File: src/rtl/hms_counter_v2.sv
// hms_counter_v2: seconds/minutes/hours counter with up/down modes, checked load,
// UI adjust, 12h display conversion, day counter and event pulses.
`default_nettype none

module hms_counter_v2 #(
  parameter int HOURS_MAX = 23,
  parameter int HOUR_W    = 5,
  parameter int DAY_W     = 8
) (
  input  logic              sys_clk,
  input  logic              rst,
  input  logic              tick_en,
  input  logic              run,
  input  logic              count_down,
  input  logic              mode_12h,
  input  logic              load_en,
  input  logic [5:0]        load_sec,
  input  logic [5:0]        load_min,
  input  logic [HOUR_W-1:0] load_hour,
  input  logic              ui_inc_sec,
  input  logic              ui_inc_min,
  input  logic              ui_inc_hour,
  input  logic              ui_dec,
  output logic [5:0]        seconds,
  output logic [5:0]        minutes,
  output logic [HOUR_W-1:0] hours,
  output logic [HOUR_W-1:0] hours_out,
  output logic              pm,
  output logic [DAY_W-1:0]  days,
  output logic              day_tick,
  output logic              zero_pulse,
  output logic              load_err
);

  localparam logic [HOUR_W-1:0] HMAX = HOUR_W'(HOURS_MAX);
  localparam logic [HOUR_W-1:0] H12  = HOUR_W'(12);
  localparam logic [HOUR_W-1:0] H1   = HOUR_W'(1);

  logic [5:0]        sec_q, sec_d;
  logic [5:0]        min_q, min_d;
  logic [HOUR_W-1:0] hour_q, hour_d;
  logic [DAY_W-1:0]  days_q, days_d;
  logic              day_tick_q, day_tick_d;
  logic              zero_pulse_q, zero_pulse_d;
  logic              load_err_q, load_err_d;

  logic sec_bad, min_bad, hour_bad, at_zero;

  assign sec_bad  = (load_sec > 6'd59);
  assign min_bad  = (load_min > 6'd59);
  assign hour_bad = (load_hour > HMAX);
  assign at_zero  = (sec_q == 6'd0) && (min_q == 6'd0) && (hour_q == '0);

  always_ff @(posedge sys_clk or posedge rst) begin
    if (rst) begin
      sec_q        <= '0;
      min_q        <= '0;
      hour_q       <= '0;
      days_q       <= '0;
      day_tick_q   <= 1'b0;
      zero_pulse_q <= 1'b0;
      load_err_q   <= 1'b0;
    end else begin
      sec_q        <= sec_d;
      min_q        <= min_d;
      hour_q       <= hour_d;
      days_q       <= days_d;
      day_tick_q   <= day_tick_d;
      zero_pulse_q <= zero_pulse_d;
      load_err_q   <= load_err_d;
    end
  end

  // One action per cycle: load, else UI adjust, else tick; a losing tick is dropped.
  always_comb begin
    sec_d        = sec_q;
    min_d        = min_q;
    hour_d       = hour_q;
    days_d       = days_q;
    day_tick_d   = 1'b0;
    zero_pulse_d = 1'b0;
    load_err_d   = 1'b0;
    if (load_en) begin
      sec_d      = sec_bad  ? 6'd0 : load_sec;
      min_d      = min_bad  ? 6'd0 : load_min;
      hour_d     = hour_bad ? '0   : load_hour;
      load_err_d = sec_bad | min_bad | hour_bad;
    end else if (ui_inc_sec) begin
      if (ui_dec) sec_d = (sec_q == 6'd0)  ? 6'd59 : sec_q - 6'd1;
      else        sec_d = (sec_q == 6'd59) ? 6'd0  : sec_q + 6'd1;
    end else if (ui_inc_min) begin
      if (ui_dec) min_d = (min_q == 6'd0)  ? 6'd59 : min_q - 6'd1;
      else        min_d = (min_q == 6'd59) ? 6'd0  : min_q + 6'd1;
    end else if (ui_inc_hour) begin
      if (ui_dec) hour_d = (hour_q == '0)  ? HMAX : hour_q - H1;
      else        hour_d = (hour_q == HMAX) ? '0  : hour_q + H1;
    end else if (run && tick_en) begin
      if (!count_down) begin
        if (sec_q != 6'd59) begin
          sec_d = sec_q + 6'd1;
        end else begin
          sec_d = 6'd0;
          if (min_q != 6'd59) begin
            min_d = min_q + 6'd1;
          end else begin
            min_d = 6'd0;
            if (hour_q != HMAX) begin
              hour_d = hour_q + H1;
            end else begin
              hour_d     = '0;
              days_d     = days_q + DAY_W'(1);
              day_tick_d = 1'b1;
            end
          end
        end
      end else if (!at_zero) begin
        if (sec_q != 6'd0) begin
          sec_d        = sec_q - 6'd1;
          zero_pulse_d = (sec_q == 6'd1) && (min_q == 6'd0) && (hour_q == '0);
        end else begin
          sec_d = 6'd59;
          if (min_q != 6'd0) begin
            min_d = min_q - 6'd1;
          end else begin
            min_d  = 6'd59;
            hour_d = hour_q - H1;
          end
        end
      end
    end
  end

  generate
    if (HOURS_MAX == 23) begin : g_12h
      always_comb begin
        pm = (hour_q >= H12);
        hours_out = hour_q;
        if (mode_12h) begin
          if (hour_q == '0)     hours_out = H12;
          else if (hour_q > H12) hours_out = hour_q - H12;
        end
      end
    end else begin : g_24h
      assign hours_out = hour_q;
      assign pm        = 1'b0;
    end
  endgenerate

  assign seconds    = sec_q;
  assign minutes    = min_q;
  assign hours      = hour_q;
  assign days       = days_q;
  assign day_tick   = day_tick_q;
  assign zero_pulse = zero_pulse_q;
  assign load_err   = load_err_q;

endmodule

`default_nettype wire

File: config.mk
export PLATFORM = sky130hd
export DESIGN_NAME = hms_counter_v2
export DESIGN_NICKNAME = d
export VERILOG_FILES = /design/src/rtl/hms_counter_v2.sv
export SDC_FILE = /design/constraint.sdc
export NUM_CORES = 1
export LEC_CHECK = 0
export CORE_MARGIN = 2
export CORE_UTILIZATION = 54
export CTS_CLUSTER_SIZE = 40
export DETAILED_ROUTE_END_ITERATION = 16
export PLACE_DENSITY = 0.95
export SETUP_SLACK_MARGIN = 0.05
export SKIP_CTS_REPAIR_TIMING = 1
export SLEW_MARGIN = 20
export SYNTH_ARGS = -nofsm -noshare
export SYNTH_HDL_FRONTEND = slang
export SYNTH_SLANG_ARGS = --single-unit
export TNS_END_PERCENT = 1
File: constraint.sdc
create_clock -name sys_clk -period 4 [get_ports sys_clk]
set_input_delay 1.2 -clock sys_clk [delete_from_list [all_inputs] [get_ports sys_clk]]
set_output_delay 1.2 -clock sys_clk [all_outputs]
set_load 0.005 [all_outputs]
==> results.cfg <==
[status]
outcome = completed

[min_path]
hold_path_depth = 1
min_from = days[7]$_DFFE_PP0P_
holdCritPathClass = flop to flop
whs_endpoint = days[7]$_DFFE_PP0P_

[worst_setup_path]
r2r-end = hours[1]$_DFFE_PP0P_
end_kind = output port
critPathMaxStageDelay_ns = 0.53
worstPathArrival_ns = 2.39
crit_chain = inv_1 -> ha_1 -> and3b_1 -> nand2_1 -> o21ai_0 -> clkdlybuf4s50_1
worstSetupPathType = flop to output port
regToRegSetupSlack_ns = 1.39
r2r_cells = 6
reg2reg_from = hours[2]$_DFFE_PP0P_
critPathRequiredTime_ns = 2.80
crit_fanout = 12
startpoint_type = flop
critPathSlowestCell = dfrtp_1

[timing]
tns_ns = 0
setup_viol = 0
fin_worst_hold_slack_ns = 0.483
slew_violations = 0
fin_crit_sh_pct = 89.8
period_needed_ns = 3.59
max_freq_mhz = 278
hold_violations = 0
worstMarginPinSlew_ns = 0.766
fin_skew_ns = 0.00850
slew_headroom_pct = 48.7
grt_setup_unrepaired = no

[synth]
async_flop_share_pct = 100
syn_nets = 343
syn_inst = 302
ys_seq_elements = 28
yosysWarnings = 0
synth_ff_type = dfrtp_1
syn_avg_cell_area_um2 = 8.32
seq_area_frac_synth_pct = 27.9
syn_area_mm2 = 0.00251
yosysUniqueCellTypes = 56
synth-edff-count = 0

[routing]
drcViolationCount = 0
drtPass1Iterations = 7
viasPerCell = 6.43
detail_route.iter0.violations = 277
wl_per_cell_um = 17.2
drtAntennaViolNets = 0
routed_wirelength_um = 6920
via_count = 2586

[grt]
grt_usage_pct = 26.3
gr-total-overflow = 0
grt_pass1_vias = 2412
antenna_found_initial = 0
grt_pass1_wl_um = 11000
grt_max_degree = 29

[power_and_ir_drop]
ir_worst_vdd_uv = 283
p_per_area_mw_per_mm2 = 393
power_leakage_nw = 1.31

[die]
rows = 24
start_util_pct = 56.9
die_w_um = 72.2
io_pins = 62
dieArea_mm2 = 0.00521
core_mm2 = 0.00441
die_y_um = 72.2

[layout]
fillers = 344
drive_gt1_share_pct = 7.14
area_growth_pct = 27.6
final_nets = 392
postLayoutCellArea_mm2 = 0.00320
diodes = 0

[clocking]
cts_max_path_buffers = 2
worstSkewPairLatency_ns = 0.28
cts_made_buffers = 3
clkTransAtPathRegs_ns = 0.10
htreeDepth = 1
cts_root_buf = clkbuf_8
cts_sinks = 28
tritoncts = built

[placement]
portBuffers = 61
dpl.hpwl_um = 4950
gp_congestion = 0.862
dpl-instance-area_mm2 = 0.00312

[job]
drv_cap = 0
worst max-delay path: cells and delay by family (launching register included):
family | cells | cell delay, ns
compound gates | 1 | 0.08
fa+ha+maj | 1 | 0.20
buf+inv | 2 | 0.73
flops | 1 | 0.53
simple gates | 2 | 0.57
worst max path at each step:
stage                               startpoint      endpoint  slack, ns  cells after the start
after floorplan                       mode_12h  hours_out[4]       1.21                      3
after global placement                mode_12h  hours_out[4]       0.12                      5
after detailed placement              mode_12h  hours_out[4]       0.03                      5
after CTS                             mode_12h  hours_out[4]       0.02                      5
after global routing      hours[2]$_DFFE_PP0P_  hours_out[3]       0.23                      6
final                     hours[2]$_DFFE_PP0P_  hours_out[3]       0.41                      6
cell usage in the layout (no fill, tap or decap), types with 4 or more instances in the layout:
| master | instances |
|---|---|
| and2_1 | 4 |
| o21ai_0 | 16 |
| o211ai_1 | 6 |
| and3_1 | 4 |
| nor2_1 | 10 |
| xnor2_1 | 14 |
| a21oi_1 | 20 |
| nor2b_1 | 4 |
| inv_1 | 13 |
| dfrtp_1 | 28 |
| mux2i_1 | 8 |
| nand4_1 | 8 |
| nand2_1 | 25 |
| clkdlybuf4s50_1 | 60 |
| nor3_1 | 9 |
| nor4_1 | 4 |
| nand3_1 | 23 |
| mux2_2 | 9 |
| a32oi_1 | 4 |
| a31oi_1 | 5 |
| buf_4 | 4 |
| ha_1 | 13 |
cells in the mapped netlist, drive strengths merged (2+ instances only):
library cell / number / area share, %
a21o: 2 / 0.60
a21oi: 20 / 4.0
a22oi: 3 / 0.90
a2bb2oi: 2 / 0.70
a311oi: 2 / 0.70
a31oi: 5 / 1.2
a32oi: 5 / 2.0
a41oi: 3 / 1.0
and2: 4 / 1.0
and3: 4 / 1.0
buf: 9 / 1.9
clkbuf: 12 / 1.8
dfrtp: 28 / 28
ha: 13 / 6.5
inv: 13 / 1.9
mux2: 9 / 4.0
mux2i: 8 / 3.2
nand2: 25 / 3.7
nand2b: 3 / 0.75
nand3: 24 / 5.0
nand3b: 3 / 0.90
nand4: 8 / 2.0
nor2: 10 / 1.5
nor2b: 4 / 1.0
nor3: 9 / 1.8
nor4: 5 / 1.8
o2111ai: 2 / 0.70
o211a: 2 / 0.80
o211ai: 6 / 1.8
o21a: 3 / 0.90
o21ai: 16 / 3.2
o21bai: 2 / 0.60
o22ai: 3 / 0.75
o31a: 3 / 1.0
or2: 2 / 0.50
or3b: 2 / 0.70
xnor2: 14 / 4.9
xor2: 2 / 0.70
per-stage QoR:
step / instances / utilization, % / power, mW / setup slack, ns
detailed placement: 398 / 70.7 / 1.02 / 0.0338
global route: 402 / 72.6 / 1.34 / 0.225
global placement: 398 / 70.7 / 0.999 / 0.115
floorplan: 302 / - / 0.786 / 1.21
CTS: 402 / 72.4 / 1.25 / 0.0223
finish: 402 / 72.6 / 1.26 / 0.406
area by class of cell:
class	instances	area (um2)	area share, %
multi-input combinational	240	1670	52.3
inverter	13	48.8	1.52
timing repair buffer	65	643	20.1
tap	52	65.1	2.03
clock inverter	1	30.0	0.938
clock buffer	3	41.3	1.29
sequential	28	701	21.9
report_power, final:
part | internal (mW) | switching [mW] | total, mW
combinational | 0.320 | 0.268 | 0.589
sequential | 0.325 | 0.113 | 0.438
clock | 0.134 | 0.0979 | 0.232
total | 0.780 | 0.479 | 1.26
registers in the layout, summed over array words and instances, names as in the netlist:
register	cells
load_err	1
hours	5
minutes	6
day_tick	1
days	8
zero_pulse	1
seconds	6
logic make-up (layout without fill, tap and decap cells):
kind of cell    after synthesis  count (layout)  share of synthesized area (%)
flops                        28              28                           27.9
buf+inv                      34              82                           5.68
mux                          17              17                           7.22
fa+ha+maj                    13              13                           6.48
xor+xnor                     16              16                           5.58
compound gates               87              87                           24.1
simple gates                107             107                           23.0
metal layers:
| metal | share of wire, % | GRT usage (%) |
|---|---|---|
| met5 | 0 | 0 |
| met4 | 2.4 | 10.9 |
| met3 | 6.9 | 2.22 |
| met2 | 49 | 45.1 |
| met1 | 41 | 34.1 |
No activity file was read; power rests on OpenSTA's default activity.
